**src/rtl/lfsr_pkg.sv**
```systemverilog
// Shared constants and maximal-length tap table for the lfsr_gen family.
// A tap mask bit k set means state[k] feeds the XOR feedback into bit 0.
package lfsr_pkg;

    localparam int MIN_WIDTH = 3;
    localparam int MAX_WIDTH = 16;

    function automatic logic [MAX_WIDTH-1:0] tap_mask(input int w);
        logic [MAX_WIDTH-1:0] m;
        case (w)
            3:       m = 16'h0006;
            4:       m = 16'h000C;
            5:       m = 16'h0014;
            6:       m = 16'h0030;
            7:       m = 16'h0060;
            8:       m = 16'h00B8;
            9:       m = 16'h0110;
            10:      m = 16'h0240;
            11:      m = 16'h0500;
            12:      m = 16'h0829;
            13:      m = 16'h100D;
            14:      m = 16'h2015;
            15:      m = 16'h6000;
            16:      m = 16'hD008;
            default: m = 16'h0000;
        endcase
        return m;
    endfunction

    function automatic int unsigned max_period(input int w);
        return (32'd1 << w) - 32'd1;
    endfunction

endpackage

```
**src/rtl/lfsr_next.sv**
```systemverilog
// Combinational Fibonacci next-state: shift left, XOR of tapped bits enters at bit 0.
// Zero latency, no flow control.
module lfsr_next
    import lfsr_pkg::*;
#(
    parameter int WIDTH = 4
) (
    input  logic [WIDTH-1:0] state,
    output logic [WIDTH-1:0] next
);

    localparam logic [MAX_WIDTH-1:0] MASK_FULL = tap_mask(WIDTH);
    localparam logic [WIDTH-1:0]     MASK      = MASK_FULL[WIDTH-1:0];

    assign next = {state[WIDTH-2:0], ^(state & MASK)};

endmodule

```
**src/rtl/lfsr_gen.sv**
```systemverilog
// Parametrised LFSR random source with seed load, zero-lockup recovery and period monitor.
// One clock from enable/load to updated state; no backpressure, enable simply gates stepping.
module lfsr_gen
    import lfsr_pkg::*;
#(
    parameter int          WIDTH    = 4,
    parameter int          OUT_BITS = 4,
    parameter int unsigned SEED     = 1
) (
    input  logic                clock,
    input  logic                reset,
    input  logic                enable,
    input  logic                load,
    input  logic [WIDTH-1:0]    seed,
    output logic [WIDTH-1:0]    state,
    output logic [OUT_BITS-1:0] randomNumber,
    output logic                period_done,
    output logic [WIDTH-1:0]    period_len,
    output logic                lockup
);

    localparam logic [WIDTH-1:0] SEED_V = SEED[WIDTH-1:0];
    localparam logic [WIDTH-1:0] ONE    = WIDTH'(1);

    if (WIDTH < MIN_WIDTH || WIDTH > MAX_WIDTH) begin : g_bad_width
        $error("lfsr_gen: WIDTH must be within 3..16");
    end
    if (OUT_BITS < 1 || OUT_BITS > WIDTH) begin : g_bad_out_bits
        $error("lfsr_gen: OUT_BITS must be within 1..WIDTH");
    end
    if (SEED_V == '0) begin : g_bad_seed
        $error("lfsr_gen: SEED must be nonzero");
    end

    logic [WIDTH-1:0] nxt;
    logic [WIDTH-1:0] anchor;
    logic [WIDTH-1:0] step_cnt;

    lfsr_next #(.WIDTH(WIDTH)) u_next (
        .state (state),
        .next  (nxt)
    );

    assign randomNumber = state[OUT_BITS-1:0];

    // anchor is the value whose recurrence closes a period; it follows every (re)seed.
    always_ff @(posedge clock or posedge reset) begin
        if (reset) begin
            state       <= SEED_V;
            anchor      <= SEED_V;
            step_cnt    <= '0;
            period_len  <= '0;
            period_done <= 1'b0;
            lockup      <= 1'b0;
        end else begin
            period_done <= 1'b0;
            lockup      <= 1'b0;
            if (load) begin
                step_cnt <= '0;
                if (seed != '0) begin
                    state  <= seed;
                    anchor <= seed;
                end else begin
                    state  <= SEED_V;
                    anchor <= SEED_V;
                    lockup <= 1'b1;
                end
            end else if (state == '0) begin
                state    <= SEED_V;
                anchor   <= SEED_V;
                step_cnt <= '0;
                lockup   <= 1'b1;
            end else if (enable) begin
                state <= nxt;
                if (nxt == anchor) begin
                    period_done <= 1'b1;
                    period_len  <= step_cnt + ONE;
                    step_cnt    <= '0;
                end else begin
                    step_cnt <= step_cnt + ONE;
                end
            end
        end
    end

endmodule

```
**config.mk**
```make
export PLATFORM = sky130hd
export DESIGN_NAME = lfsr_gen
export DESIGN_NICKNAME = d
export VERILOG_FILES = /design/src/rtl/lfsr_pkg.sv /design/src/rtl/lfsr_next.sv /design/src/rtl/lfsr_gen.sv
export SDC_FILE = /design/constraint.sdc
export NUM_CORES = 1
export LEC_CHECK = 0
export CORE_ASPECT_RATIO = 1.2
export CORE_MARGIN = 2
export CORE_UTILIZATION = 47
export DETAILED_ROUTE_END_ITERATION = 10
export PLACE_DENSITY = 0.75
export SYNTH_ARGS = -nofsm -noshare
export SYNTH_HDL_FRONTEND = slang
export SYNTH_SLANG_ARGS = --single-unit
```
**constraint.sdc**
```tcl
create_clock -name clock -period 2.58 [get_ports clock]
set_input_delay 0.258 -clock clock [delete_from_list [all_inputs] [get_ports clock]]
set_output_delay 0.258 -clock clock [all_outputs]
set_load 0.1 [all_outputs]
```
==> results of run 1 <==
worst max-delay path by stage:
| stage | startpoint | endpoint | slack (ps) | depth (start not counted) |
|---|---|---|---|---|
| after floorplan | randomNumber[2] | period_len[1] | 220 | 7 |
| after global placement | enable | period_len[2] | 480 | 4 |
| after detailed placement | enable | period_len[2] | 480 | 4 |
| after CTS | randomNumber[2] | period_len[2] | 480 | 6 |
| after global routing | randomNumber[2] | period_len[2] | 350 | 6 |
| final | randomNumber[2] | period_len[1] | 440 | 6 |
layout by cell type (no fill, tap or decap):
master,instances
a21oi_1,7
inv_1,5
ha_1,2
nand2_1,11
nor3_1,1
nand4_1,1
dfrtp_2,2
clkdlybuf4s50_1,7
dfrtp_1,14
a22o_1,1
mux2_4,3
nand3_1,3
or3_1,1
dfstp_2,2
clkbuf_4,3
mux2i_1,3
nor2_1,8
buf_4,14
nor2b_1,2
o21ai_0,5
o31ai_1,1
nor3b_1,1
xnor2_1,5
a21o_1,1
nand2b_1,1
clkbuf_8,1
xor2_1,1
a32oi_1,1
area by class of cell:
class	count	area [µm²]
repair buffers	21	175
multi-input cells	59	375
well taps	19	23.8
clock buffers	4	36.3
fillers	165	744
inverters	5	18.8
flip-flops and latches	18	455
layer usage:
layer | up-vias | part of all wire, % | global-route usage [%]
li1 | 332 | - | -
met1 | 326 | 40 | 18.2
met2 | 19 | 53 | 31.6
met3 | 2 | 5.0 | 3.10
met4 | 0 | 1.5 | 6.06
met5 | - | 0 | 0
per-stage QoR:
stage          hold slack, ps  setup WS [ps]  power [µW]  area (µm²)
2_1_floorplan             195            222         721         912
3_3_place_gp              485            479         794        1050
3_5_place_dp              496            480         797        1050
4_1_cts                   379            482         969        1080
5_1_grt                   395            354        1010        1080
6_report                  343            443         963        1080
power breakdown:
group          switching, µW  internal, µW  total (µW)
clock                   86.1          86.1         172
combinational            334           103         437
sequential              31.3           322         354
total                    452           511         963
flip-flops by register name (all words and copies together), names as in the netlist:
register / count
anchor: 4
lockup: 1
period_done: 1
period_len: 4
randomNumber: 4
step_cnt: 4
cell families (layout without fill, tap and decap cells):
family                     Yosys count  after routing  synth area share (%)
and+or+nand+nor                     29             29                  14.3
DFF                                 18             18                  49.8
AOI/OAI and AO/OA                   16             16                  10.2
buffers and inverters               13             30                  8.94
xor gates and xnor gates             6              6                  5.78
muxes                                6              6                  8.25
adders and majority gates            2              2                  2.75
==> reports/qor.yml, run 1 <==
dp.cells: 122
hold_viol_final: 0
core_area_mm2: 0.00183
start_kind: "flop"
critPathMaxFanout: 6
reg2reg_to: "period_len[1]"
post_cts_buffers: 0
htree_num_levels: 1
worstPathRequired_ps: 2770
tightest_slew_ps: 653
clkSinkCount: 18
seq_area_frac_synth_pct: 49.8
die_y_um: 52.2
cts_root_buffer: "clkbuf_4"
synthArstFlopShare_pct: 100
fin_worst_skew_ps: 3.63
fin_crit_ps: 2140
wl_per_cell_um: 13.1
clock_latency_ps: 290
synthCells: 90
crit_chain: "inv_1, ha_1, xnor2_1, nand4_1, or3_1, mux2_4"
clk_pin_slew_ps: 100
synth.net_count: 100
period_share_pct: 82.8
nNetsFinal: 118
synth_top_area_cell: "dfrtp_1"
grt_pass1_wl_um: 2820
routabilityCongestion: 0.774
synth_warnings: 0
drtIter0Drc: 9
crit_family: "simple AND/OR/NAND/NOR gates"
cts_tree: "yes"
synth_most_common_cell: "dfrtp_1"
setup_tns_ps: 0
grt_antenna_before_repair: 0
cpPeakStageDelay_ps: 480
antenna_cells: 0
finalSetupViolCount: 0
via_per_inst: 5.39
totalWireLength_um: 1650
cts_made_buffers: 3
critPathSlowestCell: "or3_1"
fin_cells: 126
syn-cell-area_um2: 910
fmax_ghz: 0.468
cellPowerDensity_mw_per_mm2: 888
outcome: "finished, final reports clean"
clk_path_buf_depth: 2
power.leakage_uw: 0.000537
die_area_mm2: 0.00230
first_pass_iters: 4
crit_arrival_ps: 2330
num_vias: 679
timing.rr.start: "randomNumber[2]"
slew_violations: 0
finish.utilization_pct: 59.3
timing_worst_setup_path_type: "reg -> reg"
postRouteAntennaNets: 0
relSlewSlack_pct: 56.4
overflow: 0
start_util_pct: 49.7
dp_hpwl_um: 1270
synth_ff_type: "dfrtp_1"
grt_setup_unrepaired: "no"
io_pins: 22
critical_path.n_buffers_inverters: 1
reg2reg_slack_ps: 440
grt_start_max_net_pins: 19
netlist_top_cells_count: "dfrtp_1 (16), nand2_1 (11), nor2_1 (8)"
ir_drop_v: 0.000516
io_buffer_count: 21
synth_cell_types: 27
syn_to_final_growth_pct: 19.3
grt_usage_pct: 16.8
drive_above_1_share_pct: 23.4
cp-end-kind: "flop"
synthTopCellsByArea: "dfrtp_1 (44%), dfstp_2 (5.8%), mux2_4 (5.0%)"
min_path_type: "in -> async"
synth_seq_cells: 18
synth.top_cell.area_share_pct: 44.0
grt_pass1_vias: 658
die_w_um: 44.2
drcViolationCount: 0
rr_worst_depth: 6
synth_edf_count: 0
hold_buffers: 0
syn_avg_cell_area_um2: 10.1
cts_resized: 0
num_rows: 17
drv_cap: 0
Note: power is estimated with default switching activity, not from simulation.
==> inputs of run 2 (changes only) <==
Settings changed: CORE_UTILIZATION 47 to 43, PLACE_DENSITY 0.75 to 0.73.
Clock period 2.58 ns to 1.94 ns, I/O delays scaled along.
==> reports/qor.yml, run 2 (synthesis gave the netlist of run 1 again) <==
outcome: "finished, final reports clean"  # unchanged
finalSetupViolCount: 0  # unchanged
nNetsFinal: 128  # was 118
first_pass_iters: 4  # unchanged
crit_arrival_ps: 2100  # was 2330 ps
clkSinkCount: 18  # unchanged
worstPathRequired_ps: 2140  # was 2770 ps
cellPowerDensity_mw_per_mm2: 1120  # was 888 mW/mm²
fill_cells: 190  # was 165
num_vias: 730  # was 679
clk_path_buf_depth: 2  # unchanged
die_y_um: 54.4  # was 52.2 µm
final_common_cell: "buf_4"
fin_crit_ps: 1900  # was 2140 ps
reg2reg_to: "period_len[2]"  # was period_len[1]
critical_path.n_buffers_inverters: 1  # unchanged
die_area_mm2: 0.00250  # was 0.00230 mm²
hold_viol_final: 0  # unchanged
drcViolationCount: 0  # unchanged
drive_above_1_share_pct: 35.0  # was 23.4%
drtIter0Drc: 11  # was 9
timing.rr.start: "randomNumber[3]"  # was randomNumber[2]
multi_input_area_um2: 400  # was 375 µm²
grt_pass1_wl_um: 3060  # was 2820 µm
grt_usage_pct: 17.4  # was 16.8%
cp-end-kind: "flop"  # unchanged
tightest_slew_ps: 279  # was 653 ps
timing_worst_setup_path_type: "reg -> reg"  # unchanged
min_path_type: "in -> async"  # unchanged
core_area_mm2: 0.00203  # was 0.00183 mm²
io_pins: 22  # unchanged
period_share_pct: 97.9  # was 82.8%
totalWireLength_um: 1890  # was 1650 µm
dp_hpwl_um: 1350  # was 1270 µm
grt_antenna_before_repair: 0  # unchanged
crit_chain: "inv_4, ha_4, xnor2_2, nand4_1, or3_4, mux2_4"  # was inv_1, ha_1, xnor2_1, nand4_1, or3_1, mux2_4
holdWs_ps: 194  # was 343 ps
die_w_um: 46.0  # was 44.2 µm
critPathMaxFanout: 5  # was 6
ir_drop_v: 0.000548  # was 0.000516 V
rr_worst_depth: 6  # unchanged
num_rows: 18  # was 17
grt_start_max_net_pins: 19  # unchanged
clock_latency_ps: 300  # was 290 ps
cts_tree: "yes"  # unchanged
fmax_ghz: 0.527  # was 0.468 GHz
wl_per_cell_um: 13.8  # was 13.1 µm
postRouteAntennaNets: 0  # unchanged
drv_cap: 0  # unchanged
antenna_cells: 0  # unchanged
grt_pass1_vias: 675  # was 658
cpPeakStageDelay_ps: 510  # was 480 ps
final_cell_mix: "buf_4 (22), dfrtp_1 (13), nand2_1 (11)"  # was dfrtp_1 (14), buf_4 (14), nand2_1 (11)
dp.cells: 132  # was 122
clk_pin_slew_ps: 120  # was 100 ps
fin_cells: 137  # was 126
pre_cts_ws_ps: 7.29  # was 480 ps
routabilityCongestion: 0.815  # was 0.774
crit_family: "simple AND/OR/NAND/NOR gates"  # unchanged
timing.final.ws_setup_ps: 41.4  # was 443 ps
cts_root_buffer: "clkbuf_4"  # unchanged
syn_to_final_growth_pct: 34.8  # was 19.3%
hold_buffers: 0  # unchanged
relSlewSlack_pct: 81.3  # was 56.4%
fin_worst_skew_ps: 3.70  # was 3.63 ps
start_util_pct: 44.9  # was 49.7%
power.leakage_uw: 0.000599  # was 0.000537 µW
cts_made_buffers: 3  # unchanged
io_buffer_count: 21  # unchanged
grt_setup_unrepaired: "yes"  # was no
setup_tns_ps: 0  # unchanged
slew_violations: 0  # unchanged
overflow: 0  # unchanged
start_kind: "flop"  # unchanged
critPathSlowestCell: "dfrtp_4"  # was or3_1
seq_area_um2: 465  # was 455 µm²
htree_num_levels: 1  # unchanged
reg2reg_slack_ps: 40  # was 440 ps
via_per_inst: 5.33  # was 5.39
cp_num_cells: 6  # unchanged
run 2: worst max path at each step:
stage                    endpoint  slack (ps)            start
finish              period_len[2]          40  randomNumber[3]
global route        period_len[2]         -20  randomNumber[3]
CTS                 period_len[2]          50  randomNumber[3]
detailed placement  period_len[2]           7  randomNumber[3]
global placement    period_len[2]          60  randomNumber[3]
floorplan           period_len[1]        -220  randomNumber[2]
run 2: final cells by class:
| class | count | area share, % |
|---|---|---|
| clock buffer | 4 | 2.96 |
| tap | 20 | 2.04 |
| inverter | 5 | 1.94 |
| sequential | 18 | 38.0 |
| multi-input combinational | 59 | 32.7 |
| timing repair buffer | 31 | 22.4 |
run 2: report_power, final:
part           leakage [µW]  internal (µW)  switching (µW)  total (µW)
logic              0.000352            194             465         659
registers          0.000226            434            39.2         473
clock network     0.0000210            114             131         245
total              0.000599            742             635        1380
run 2: worst min-delay path, cell delays in order:
cell,delay (ps)
clkdlybuf4s50_1,390
inv_1,50
buf_4,240
run 2: metrics by stage:
step | utilization (%) | power (µW) | cell area [µm²]
floorplan | - | 977 | 940
global placement | 57.7 | 1120 | 1170
detailed placement | 57.7 | 1130 | 1170
CTS | 59.8 | 1370 | 1210
global route | 60.5 | 1440 | 1230
finish | 60.5 | 1380 | 1230
run 2: per-layer routing:
layer  GRT usage [%]  vias up  wire, µm
met5               0        -         0
met4            5.71        0        12
met3            3.96        2        86
met2            28.9       22       959
met1            22.1      354       833
li1                -      352         -
run 2: what timing repair did:
item	CTS	global route
cloned	0	0
pin swaps	0	1
resized for setup	1	1
endpoints found under the setup margin	3	3
setup buffers	0	1
==> edit: new RTL, flow settings as in run 2 <==
`WIDTH` is set to 4 in 2 places; all go to 6.
--- a/src/rtl/lfsr_next.sv
+++ b/src/rtl/lfsr_next.sv
@@ -5,3 +5,3 @@
 #(
-    parameter int WIDTH = 4
+    parameter int WIDTH = 6
 ) (
--- a/src/rtl/lfsr_gen.sv
+++ b/src/rtl/lfsr_gen.sv
@@ -5,3 +5,3 @@
 #(
-    parameter int          WIDTH    = 4,
+    parameter int          WIDTH    = 6,
     parameter int          OUT_BITS = 4,
Ports: changed (resized period_len, seed and state); port bits go from 22 to 28. No check against the original RTL was run, so the function may have changed too.
==> edit against run 2 <==
- setup slack better by 0.0039 ns
- largest power group unchanged
- cell count is 37% higher
- non-clock buffer count rose by 8
- clock power is 11% higher
- synthesized area up 40%
- largest cell class unchanged
- final area increased by 38%
- hold slack gained 0.021 ns
- total power up 37%
- critical path depth stayed put
- maximum frequency grew 0.20%
- clock skew grew 0.0014 ns
- wire length is 43% higher
- sequential cell count grew 8
==> edit: results <==
set metrics [dict create \
    grt_max_degree 27 \
    clkTransAtPathRegs_ns 0.14 \
    tightestPinTransition_ns 0.368 \
    num-fill-cells 258 \
    synth.distinct_cells 31 \
    routed_wl_um 2710 \
    grt_pass1_wl_um 4530 \
    peakVddDrop_uv 934 \
    slowest_delay_ns 0.53 \
    synth_seq_area_share_pct 51.1 \
    r2r-end "period_len[1]" \
    place_inst 181 \
    gp_congestion 0.793 \
    synth.area.top_cells "dfrtp_1, xor2_1, dfstp_2, nand2_1, nor4_4" \
    synth_warnings 0 \
    grt_pass1_vias 1055 \
    multi_input_area_um2 572 \
    synthCells 119 \
    power_leakage_nw 0.778 \
    yosys-top-cells-count "dfrtp_1, nand2_1, nor2_1" \
    place_ws_ns 0.0276 \
    timing.rr.start "state[4]" \
    holdWs_ns 0.215 \
    dpl-instance-area_mm2 0.00162 \
    outcome "complete, no violations" \
    port_buffers 27 \
    drtIter0Drc 30 \
    avgViaCountPerCell 5.43 \
    hpwl_um 2110 \
    worstPathMaxFanout 4 \
    skew_ns 0.00508 \
    wl_met3_um 108 \
]
-- edit: cell types whose count changed after synthesis, sizes merged, moves of 3 or more --
cell | run 2 | this run
a22o | 1 | 4
inv | 5 | 8
xnor2 | 5 | 0
o21ai | 5 | 8
xor2 | 1 | 7
dfrtp | 16 | 24
-- edit: how the worst max path moves through the flow --
stage	cells after the start	from	slack (ns)	endpoint
after global routing	8	state[4]	-0.04	period_len[3]
after detailed placement	6	state[4]	0.03	period_len[5]
final	6	state[4]	0.05	period_len[1]
after global placement	6	state[4]	0.08	period_len[5]
after floorplan	5	state[0]	-0.1	period_len[1]
after CTS	6	state[4]	0.004	period_len[5]
-- edit: per-layer routing --
metal	track usage [%]	up-vias
li1	-	484
met1	20.6	506
met2	31.6	26
met3	2.61	4
met4	6.09	0
met5	0	-
-- edit: critical path: cells and delay by family, from the launching register on --
kind,cells,cell delay [ns]
muxes,1,0.30
DFF,1,0.53
adders and majority gates,1,0.21
xor gates and xnor gates,1,0.16
and+or+nand+nor,2,0.52
buffers and inverters,1,0.08
-- edit: power breakdown --
group	internal [mW]	switching [mW]	total, mW
Combinational	0.244	0.670	0.913
Clock	0.115	0.156	0.271
Sequential	0.626	0.0730	0.698
-- edit: area by class of cell --
type | instances | share of cell area, %
inverters | 8 | 1.92
well taps | 34 | 2.51
flip-flops and latches | 26 | 39.4
multi-input cells | 77 | 33.7
repair buffers | 39 | 20.3
clock buffers | 4 | 2.14
-- edit: kinds of logic after synthesis --
group	Yosys count	share of synthesized area, %
AO/OA/AOI/OAI	31	15.9
AND/OR/NAND/NOR	30	13.2
flip-flops	26	51.1
buffers and inverters	16	6.95
XOR/XNOR	7	4.80
multiplexers	7	6.07
adder cells (fa/ha/maj)	2	1.96
-- edit: timing repair --
item                                    in CTS  in global routing
gates resized for setup                      0                  4
setup buffers                                0                  3
endpoints found under the setup margin       0                  7
